**src/rtl/execute_alu_stage_pkg.sv**
```systemverilog
// Shared definitions for the execute ALU stage: opcode and condition
// encodings, NZCV bit positions and opcode classification helpers.
package execute_alu_stage_pkg;

    typedef enum logic [3:0] {
        OP_AND = 4'd0,  OP_EOR = 4'd1,  OP_SUB = 4'd2,  OP_RSB = 4'd3,
        OP_ADD = 4'd4,  OP_ADC = 4'd5,  OP_SBC = 4'd6,  OP_RSC = 4'd7,
        OP_TST = 4'd8,  OP_TEQ = 4'd9,  OP_CMP = 4'd10, OP_CMN = 4'd11,
        OP_ORR = 4'd12, OP_MOV = 4'd13, OP_BIC = 4'd14, OP_MVN = 4'd15
    } opcode_e;

    typedef enum logic [3:0] {
        COND_EQ = 4'd0,  COND_NE = 4'd1,  COND_CS = 4'd2,  COND_CC = 4'd3,
        COND_MI = 4'd4,  COND_PL = 4'd5,  COND_VS = 4'd6,  COND_VC = 4'd7,
        COND_HI = 4'd8,  COND_LS = 4'd9,  COND_GE = 4'd10, COND_LT = 4'd11,
        COND_GT = 4'd12, COND_LE = 4'd13, COND_AL = 4'd14, COND_NV = 4'd15
    } cond_e;

    localparam int unsigned FLAG_N = 3;
    localparam int unsigned FLAG_Z = 2;
    localparam int unsigned FLAG_C = 1;
    localparam int unsigned FLAG_V = 0;

    // Compare-class opcodes always set flags and never write back.
    function automatic logic is_compare(input opcode_e op);
        return (op == OP_TST) || (op == OP_TEQ) || (op == OP_CMP) || (op == OP_CMN);
    endfunction

endpackage

```
**src/rtl/execute_alu_stage_condition_tester.sv**
```systemverilog
// Combinational condition-code check of cond against the NZCV flags.
module condition_tester
    import execute_alu_stage_pkg::*;
(
    input  logic [3:0] cond,
    input  logic [3:0] flags,
    output logic       pass
);

    logic n, z, c, v;

    assign n = flags[FLAG_N];
    assign z = flags[FLAG_Z];
    assign c = flags[FLAG_C];
    assign v = flags[FLAG_V];

    // Decode the condition field into a single pass/fail bit.
    always_comb begin
        pass = 1'b0;
        case (cond_e'(cond))
            COND_EQ: pass = z;
            COND_NE: pass = !z;
            COND_CS: pass = c;
            COND_CC: pass = !c;
            COND_MI: pass = n;
            COND_PL: pass = !n;
            COND_VS: pass = v;
            COND_VC: pass = !v;
            COND_HI: pass = c && !z;
            COND_LS: pass = !c || z;
            COND_GE: pass = (n == v);
            COND_LT: pass = (n != v);
            COND_GT: pass = !z && (n == v);
            COND_LE: pass = z || (n != v);
            COND_AL: pass = 1'b1;
            default: pass = 1'b0;
        endcase
    end

endmodule

```
**src/rtl/execute_alu_stage.sv**
```systemverilog
// Single-cycle execute stage: conditional data-processing ALU with an
// NZCV flags register and a one-entry valid/ready output register.
module execute_alu_stage
    import execute_alu_stage_pkg::*;
#(
    parameter int unsigned DATA_W = 32,
    parameter int unsigned RD_W   = 4
) (
    input  logic              clk,
    input  logic              reset,
    input  logic              in_valid,
    output logic              in_ready,
    input  logic [3:0]        cond,
    input  logic [3:0]        opcode,
    input  logic              s_bit,
    input  logic [RD_W-1:0]   rd,
    input  logic [DATA_W-1:0] rn_val,
    input  logic [DATA_W-1:0] shifter_op,
    input  logic              shifter_c,
    input  logic              flush,
    input  logic              out_ready,
    output logic              out_valid,
    output logic [DATA_W-1:0] out_result,
    output logic [RD_W-1:0]   out_rd,
    output logic              out_wb_en,
    output logic [3:0]        flags
);

    opcode_e           op;
    logic              cond_pass;
    logic              accept;
    logic              compare_op;
    logic              arith;
    logic [DATA_W-1:0] a_in;
    logic [DATA_W-1:0] b_in;
    logic              cin;
    logic [DATA_W-1:0] logic_res;
    logic [DATA_W:0]   sum;
    logic [DATA_W-1:0] result;
    logic [3:0]        next_flags;
    logic              flags_we;
    logic              wb_en;

    assign op         = opcode_e'(opcode);
    assign compare_op = is_compare(op);
    assign in_ready   = out_ready || !out_valid;
    assign accept     = in_valid && in_ready && !flush;

    condition_tester u_cond (
        .cond  (cond),
        .flags (flags),
        .pass  (cond_pass)
    );

    // Operand selection: every subtract-style op is folded into a + ~b + cin.
    always_comb begin
        a_in      = rn_val;
        b_in      = shifter_op;
        cin       = 1'b0;
        arith     = 1'b0;
        logic_res = '0;
        case (op)
            OP_AND, OP_TST: logic_res = rn_val & shifter_op;
            OP_EOR, OP_TEQ: logic_res = rn_val ^ shifter_op;
            OP_ORR:         logic_res = rn_val | shifter_op;
            OP_MOV:         logic_res = shifter_op;
            OP_BIC:         logic_res = rn_val & ~shifter_op;
            OP_MVN:         logic_res = ~shifter_op;
            OP_SUB, OP_CMP: begin arith = 1'b1; b_in = ~shifter_op; cin = 1'b1; end
            OP_RSB:         begin arith = 1'b1; a_in = shifter_op; b_in = ~rn_val; cin = 1'b1; end
            OP_ADD, OP_CMN: arith = 1'b1;
            OP_ADC:         begin arith = 1'b1; cin = flags[FLAG_C]; end
            OP_SBC:         begin arith = 1'b1; b_in = ~shifter_op; cin = flags[FLAG_C]; end
            OP_RSC:         begin arith = 1'b1; a_in = shifter_op; b_in = ~rn_val; cin = flags[FLAG_C]; end
            default:        logic_res = '0;
        endcase
    end

    // Widened adder, result mux and the candidate NZCV value.
    always_comb begin
        sum    = {1'b0, a_in} + {1'b0, b_in} + {{DATA_W{1'b0}}, cin};
        result = arith ? sum[DATA_W-1:0] : logic_res;
        next_flags         = flags;
        next_flags[FLAG_N] = result[DATA_W-1];
        next_flags[FLAG_Z] = (result == '0);
        next_flags[FLAG_C] = arith ? sum[DATA_W] : shifter_c;
        if (arith) begin
            next_flags[FLAG_V] = (a_in[DATA_W-1] == b_in[DATA_W-1]) &&
                                 (result[DATA_W-1] != a_in[DATA_W-1]);
        end
        flags_we = cond_pass && (s_bit || compare_op);
        wb_en    = cond_pass && !compare_op;
    end

    // Output register and flags: reset, then flush, then accept, then drain.
    always_ff @(posedge clk) begin
        if (reset) begin
            out_valid  <= 1'b0;
            out_result <= '0;
            out_rd     <= '0;
            out_wb_en  <= 1'b0;
            flags      <= '0;
        end else if (flush) begin
            out_valid <= 1'b0;
        end else if (accept) begin
            out_valid  <= 1'b1;
            out_result <= result;
            out_rd     <= rd;
            out_wb_en  <= wb_en;
            if (flags_we) begin
                flags <= next_flags;
            end
        end else if (out_ready) begin
            out_valid <= 1'b0;
        end
    end

endmodule

```
**config.mk**
```make
export PLATFORM = sky130hd
export DESIGN_NAME = execute_alu_stage
export DESIGN_NICKNAME = d
export VERILOG_FILES = /design/src/rtl/execute_alu_stage_pkg.sv /design/src/rtl/execute_alu_stage_condition_tester.sv /design/src/rtl/execute_alu_stage.sv
export SDC_FILE = /design/constraint.sdc
export NUM_CORES = 1
export LEC_CHECK = 0
export ABC_CLOCK_PERIOD_IN_PS = 4400
export BUFFER_PORTS_ARGS = -buffer_cell sky130_fd_sc_hd__buf_2
export CAP_MARGIN = 20
export CELL_PAD_IN_SITES_DETAIL_PLACEMENT = 1
export CELL_PAD_IN_SITES_GLOBAL_PLACEMENT = 1
export CORE_MARGIN = 3
export CORE_UTILIZATION = 37
export CTS_BUF_LIST = sky130_fd_sc_hd__clkbuf_16
export DETAILED_ROUTE_END_ITERATION = 8
export GPL_ROUTABILITY_DRIVEN = 0
export GPL_TIMING_DRIVEN = 1
export HOLD_SLACK_MARGIN = 0.02
export PLACE_DENSITY = 0.83
export SLEW_MARGIN = 20
export SYNTH_ARGS = -nofsm -noshare
export SYNTH_HDL_FRONTEND = slang
export SYNTH_HIERARCHICAL = 1
export SYNTH_SLANG_ARGS = --single-unit
```
**constraint.sdc**
```tcl
create_clock -name clk -period 4.4 [get_ports clk]
set_clock_uncertainty 0.05 [all_clocks]
set_input_delay 0.44 -clock clk [delete_from_list [all_inputs] [get_ports clk]]
set_output_delay 0.44 -clock clk [all_outputs]
set_load 0.02 [all_outputs]
```
==> impl_metrics.toml, run 1 <==
[layout]
final_nets = 1352
area_growth_pct = 19.7
final_common_cell = "nand2_1"
fillers = 2466
drive_gt1_share_pct = 19.9
stdcell_area_um2 = 8200
diodes = 0
final_cell_mix = "nand2_1 (150), buf_2 (125), o21ai_0 (122), a21oi_1 (103), nor2_1 (95)"

[placement]
dp_slack_ps = -2.37
io_buffer_count = 125
place_area_um2 = 8060
dp_hpwl_mm = 22.5

[routing]
vias = 8737
drt_pre_antenna_iters = 5
wire_per_inst_um = 20.0
antenna_left = 0
viasPerCell = 6.10
first_iter_violations = 578
drt-total-wl_mm = 28.7
drc = 0

[worst_setup_path]
arrival_ps = 4320
r2r_setup_slack_ps = 350
max_stage_delay_ps = 430
crit_required_ps = 4570
r2r_cells = 17
crit_chain = "buf_2, and2_1, o21ai_2, nor2_1, a211oi_1, fa_1, inv_1, fa_1, a21o_2, a221oi_4, o31a_2, a31oi_1, a211oi_2, xor2_1, o21ai_1, nor3_1, nand3_1, o21ai_1"
r2r_start = "flags[1]"
timing.rr.end = "flags[2]"
path_max_fanout = 7
start_kind = "primary input"
path_buf_inv = 2
critPathCaptureType = "flip-flop"
crit_family = "compound AO/OA/AOI/OAI gates"
cp_slowest_cell = "fa_1"
path_class = "primary input to flip-flop"

[clocking]
holdBufCountCts = 0
clkTransAtPathRegs_ps = 60
clockBufferDepth = 2
cts_max_level = 2
numClockSinks = 42
cts_made_buffers = 5
cts_root_buf = "clkbuf_16"
clk_latency_ps = 280
cts_tree = "yes"

[synthesis]
ys_ff_latch = 42
syn_inst = 1063
synth.yosys.warnings = 6
syn-num-nets = 1211
async_flop_share_pct = 0
synth_edf_count = 0
synth_cell_types = 78
ys_seq_area_share_pct = 12.3
syn_area_per_cell_um2 = 6.44
dominantRegCellSynth = "dfxtp_1"
syn_area_um2 = 6850

[global_route]
grt_overflow = 0
grt_antenna_before_repair = 0
grt_pass1_wl_mm = 45.2
grt_max_degree = 62
grt_use_total_pct = 27.4
grt_pass1_vias = 8717

[timing]
drv_slew = 0
setup_viol = 0
hold_viol = 0
max_slew_margin_pct = 31.3
finalWorstSetupSlack_ps = 251
worst_pin_slew_ps = 1030
fin_crit_sh_pct = 94.3
rsz0062_at_grt = "false"
period_minus_slack_ps = 4150
fmax_mhz = 241

[worst_hold_path]
hold_start = "flush"
hold_path_class = "primary input to flip-flop"
hold_path_depth = 2
min_to = "out_valid"

[floorplan]
core_um2 = 18100
die_width_um = 142
core.rowCount = 49
start_util_pct = 37.9
die_h_um = 142
pin_count = 126
fp.dieArea_um2 = 20200

[pwr]
clkPwrFrac_pct = 16.8
pwr-share-comb_pct = 63.1
leakage_uw = 0.00374
ir_worst_vdd_uv = 124
seq_power_share_pct = 20.1
intPower_uw = 1150
power_density_nw_per_um2 = 257
p_sw_uw = 962
switching_share_pct = 45.6

[run]
max-cap-violations = 0

[outcome]
status = "finished, final reports clean"
[registers in the layout, summed over array words and instances (netlist names)]
register    count
out_valid       1
out_result     32
out_rd          4
flags           4
out_wb_en       1
[cell families after synthesis]
logic type	synth area share [%]
AOI/OAI and AO/OA	37.7
and+or+nand+nor	23.7
buffers and inverters	9.59
adders and majority gates	12.1
DFF	12.3
xor gates and xnor gates	3.05
muxes	1.55
[worst max-delay path by stage]
stage                   start              to  slack, ps  depth (start not counted)
finish              opcode[3]        flags[2]        250                         18
detailed placement  opcode[3]  out_result[24]         -2                         18
CTS                  flags[1]  out_result[22]        210                         17
global placement    opcode[3]  out_result[24]        120                         18
floorplan           opcode[1]        flags[2]         60                         21
global route         flags[1]        flags[2]         30                         17
[cell usage after synthesis, drive strengths merged, types with 3 or more instances]
| cell type | count | area share (%) |
|---|---|---|
| a21o | 11 | 1.3 |
| a22oi | 11 | 1.2 |
| nor4 | 3 | 0.27 |
| xor2 | 13 | 1.7 |
| o211ai | 13 | 1.4 |
| o32ai | 7 | 0.89 |
| dfxtp | 42 | 12 |
| o22ai | 11 | 1.0 |
| nor3 | 26 | 1.9 |
| nand3b | 5 | 0.55 |
| a2111oi | 3 | 0.47 |
| mux2i | 8 | 1.2 |
| o21ai | 131 | 9.6 |
| a221oi | 9 | 1.3 |
| ha | 63 | 12 |
| a21oi | 105 | 7.8 |
| a211oi | 44 | 4.8 |
| a32oi | 3 | 0.38 |
| a211o | 5 | 0.64 |
| o31ai | 7 | 0.84 |
| inv | 76 | 4.2 |
| and2 | 3 | 0.27 |
| xnor2 | 10 | 1.4 |
| a31oi | 3 | 0.27 |
| buf | 22 | 1.5 |
| o31a | 4 | 0.53 |
| nor2 | 97 | 5.3 |
| and3 | 8 | 0.73 |
| nor2b | 13 | 1.2 |
| o21a | 5 | 0.55 |
| nand3 | 22 | 1.6 |
| clkdlybuf4s15 | 4 | 0.64 |
| clkbuf | 48 | 2.8 |
| o221ai | 12 | 1.5 |
| nand2 | 151 | 8.3 |
| a32o | 4 | 0.58 |
| nor3b | 4 | 0.44 |
| or3 | 4 | 0.37 |
| o21bai | 3 | 0.33 |
| nand2b | 10 | 0.91 |
| nand4 | 14 | 1.3 |
[what timing repair did]
action / in CTS / in global routing
setup endpoints to repair: 0 / 4
gates resized for setup: 0 / 3
setup buffers: 0 / 0
hold endpoints to repair: 0 / 0
[metrics by stage]
step | utilization (%) | TNS, ps | total power, uW | instances | hold slack, ps
finish | 45.3 | 0 | 2110 | 1433 | 334
global route | 45.3 | 0 | 2250 | 1433 | 346
CTS | 45.3 | 0 | 2090 | 1433 | 333
detailed placement | 44.6 | -2.37 | 1730 | 1426 | 393
global placement | 44.6 | 0 | 1690 | 1426 | 388
floorplan | - | 0 | 1230 | 1063 | 469
[power by group through the flow]
stage | clock, uW | sequential (uW) | combinational [uW]
finish | 353 | 424 | 1330
global route | 374 | 427 | 1450
CTS | 362 | 424 | 1310
detailed placement | 0 | 433 | 1300
global placement | 0 | 431 | 1250
floorplan | 0 | 463 | 766
[per-layer routing]
metal	vias up	wire, um	share of wire [%]	track usage [%]
met5	-	0	0	0
met1	4214	12900	45	36.0
met4	0	860	3.0	9.65
met2	324	13300	46	46.6
li1	4132	-	-	-
met3	67	1630	5.7	2.69
[worst register-to-register path, stage by stage (launching register included)]
cell       delay (ps)
dfxtp_1           420
inv_1              70
a2111oi_1         380
a21oi_1           120
fa_1              450
inv_1              90
fa_1              190
a21o_2            170
a221oi_4           90
buf_4             150
or4_4             540
a21oi_2           210
a41oi_2           170
o31a_1            320
xnor2_1           130
a21oi_1           190
nand4_1           110
o21ai_1           120
[cell type report]
class	count	area (um2)	share of cell area [%]
tap	229	287	3.49
sequential	42	841	10.3
clock inverter	2	10.0	0.122
clock buffer	5	125	1.53
inverter	76	285	3.48
timing repair buffer	209	1260	15.3
multi-input combinational	870	5400	65.8
(Power assumes the default switching activity.)
==> run 2: changes to the inputs <==
- ABC_AREA: default -> 1
- CORE_UTILIZATION: 37 -> 35
- HOLD_SLACK_MARGIN: 0.02 -> default
- PLACE_DENSITY: 0.83 -> 0.82
==> impl_metrics.toml, run 2 <==
[timing]
worst_pin_slew_ps = 769
max_slew_margin_pct = 48.7
hold_viol = 0
period_minus_slack_ps = 3820
finalWorstSetupSlack_ps = 583
drv_slew = 0
setup_viol = 0
rsz0062_at_grt = "false"
finalSetupTns_ps = 0
fin_crit_sh_pct = 86.8
fmax_mhz = 262

[pwr]
power_density_nw_per_um2 = 229
ir_worst_vdd_uv = 133
leakage_uw = 0.00482

[clocking]
clk_latency_ps = 290
cts_tree = "yes"
post_cts_buffers = 0
numClockSinks = 42
cts_resized = 0
clkTransAtPathRegs_ps = 60
clockBufferDepth = 2
cts_made_buffers = 5
cts_root_buf = "clkbuf_16"
holdBufCountCts = 0
cts_max_level = 2

[placement]
io_buffer_count = 125
dp_hpwl_mm = 25.4
dp_slack_ps = 325

[synthesis]
ys_seq_area_share_pct = 11.2
syn_area_per_cell_um2 = 5.32
synth_commonest_cells = "nand2_1 (442), inv_1 (228), nor2_1 (149)"
synth_cell_types = 39
yosysTopAreaCellShare_pct = 22.1
syn_inst = 1413
async_flop_share_pct = 0
dominantRegCellSynth = "dfxtp_1"
synth_edf_count = 0
yosysTopAreaCell = "nand2_1"
ys_ff_latch = 42
synth.yosys.warnings = 6
synth.area.top_cells = "nand2_1 (22%), inv_1 (11%), dfxtp_1 (11%)"
synth.most_common_cell = "nand2_1"
syn-num-nets = 1561
syn_area_um2 = 7520

[routing]
drt-total-wl_mm = 31.0
vias = 9676
drc = 0
first_iter_violations = 590
drt_pre_antenna_iters = 5
wire_per_inst_um = 17.4
viasPerCell = 5.42
antenna_left = 0

[layout]
final_cell_mix = "nand2_1 (442), inv_1 (228), nor2_1 (147), buf_2 (125), o21ai_0 (106)"
max_flop_register = "out_result"
final_common_cell = "nand2_1"
area_growth_pct = 13.6
largest_reg_flops = 32
top_regs = "out_result (32), flags (4), out_rd (4)"
fillers = 3066
final_nets = 1658
fin_util_pct = 40.5
drive_gt1_share_pct = 13.8
diodes = 0

[global_route]
grt_antenna_before_repair = 0
grt_use_total_pct = 25.5
grt_pass1_wl_mm = 49.6
grt_pass1_vias = 9632
grt_max_degree = 65
grt_overflow = 0

[worst_hold_path]
hold_path_class = "primary input to flip-flop"
hold_path_depth = 2

[worst_setup_path]
critPathCaptureType = "flip-flop"
start_kind = "primary input"
path_class = "primary input to flip-flop"
r2r_cells = 21
arrival_ps = 3930
path_max_fanout = 26
crit_required_ps = 4510

[floorplan]
start_util_pct = 35.7
core_um2 = 21100
core.rowCount = 53
die_width_um = 153
pin_count = 126
die_h_um = 153
fp.dieArea_um2 = 23300

[outcome]
status = "finished, final reports clean"

[run]
max-cap-violations = 0
-- run 2: cell count changes in the layout (fill, tap and decap cells not counted), moves of 13 or more --
| cell | before | now |
|---|---|---|
| a211oi_1 | 43 | 4 |
| a21oi_1 | 103 | 58 |
| a31o_2 | 0 | 31 |
| buf_4 | 84 | 12 |
| inv_1 | 75 | 228 |
| nand2_1 | 150 | 442 |
| nand3_1 | 22 | 87 |
| nor2_1 | 95 | 147 |
| nor2b_1 | 13 | 0 |
| nor3_1 | 25 | 8 |
| o21ai_0 | 122 | 106 |
| o22ai_1 | 11 | 33 |
-- run 2: routing by layer --
metal  GRT usage (%)  share of wire (%)
met1            33.5                 45
met2            45.0                 48
met3            1.65                4.9
met4            7.72                3.0
met5               0                  0
-- run 2: area by class of cell --
cell class              instances  area (um2)  area share [%]
multi-input cells            1083        5570            65.3
well taps                     275         344            4.03
repair buffers                138         736            8.61
clock buffers                   5         125            1.46
flip-flops and latches         42         841            9.84
clock inverters                 3        21.3           0.249
inverters                     240         901            10.5
-- run 2: worst paths after layout --
path / start / end / slack (ps)
max reg2reg: flags[1] / flags[2] / 760
max: opcode[3] / flags[2] / 580
min reg2reg: out_wb_en / out_wb_en / 420
min: flush / out_valid / 320
-- run 2: through the flow --
stage	hold slack (ps)	instances	instance area, um2	power [uW]
6_report	318	1786	8540	1950
5_1_grt	322	1786	8540	2120
4_1_cts	316	1786	8540	1950
3_5_place_dp	413	1778	8400	1580
3_3_place_gp	405	1778	8400	1540
2_1_floorplan	468	1413	7520	1190
-- run 2: cell families (layout without fill, tap and decap cells) --
kind of cell	after synthesis	in the layout	share of synthesized area, %
buf+inv	288	386	14.9
flops	42	42	11.2
xor+xnor	12	12	1.40
simple gates	739	739	40.5
compound gates	267	267	21.0
fa+ha+maj	65	65	11.0
-- run 2: worst max-delay path, stage by stage --
cell     delay [ps]
buf_2           160
nand2_2         140
inv_2           160
nor2_1           70
inv_2            80
buf_4           290
buf_4           240
o22ai_1          80
a31o_2          230
ha_1            380
nand2_1          90
nand2_1          70
nand2_1          60
nand2_1          70
a21oi_1         240
nor2_1           80
nor2_1          100
o21ai_0         130
nand2_1          90
nand2_1          50
o21ai_0         410
nor2_1          110
nand3_1         100
a21oi_1          70
-- run 2: power breakdown --
part	switching (uW)	leakage [uW]	internal (uW)	total [uW]
clock	153	0.0000698	210	363
sequential	16.5	0.000346	408	424
combinational	790	0.00441	375	1160
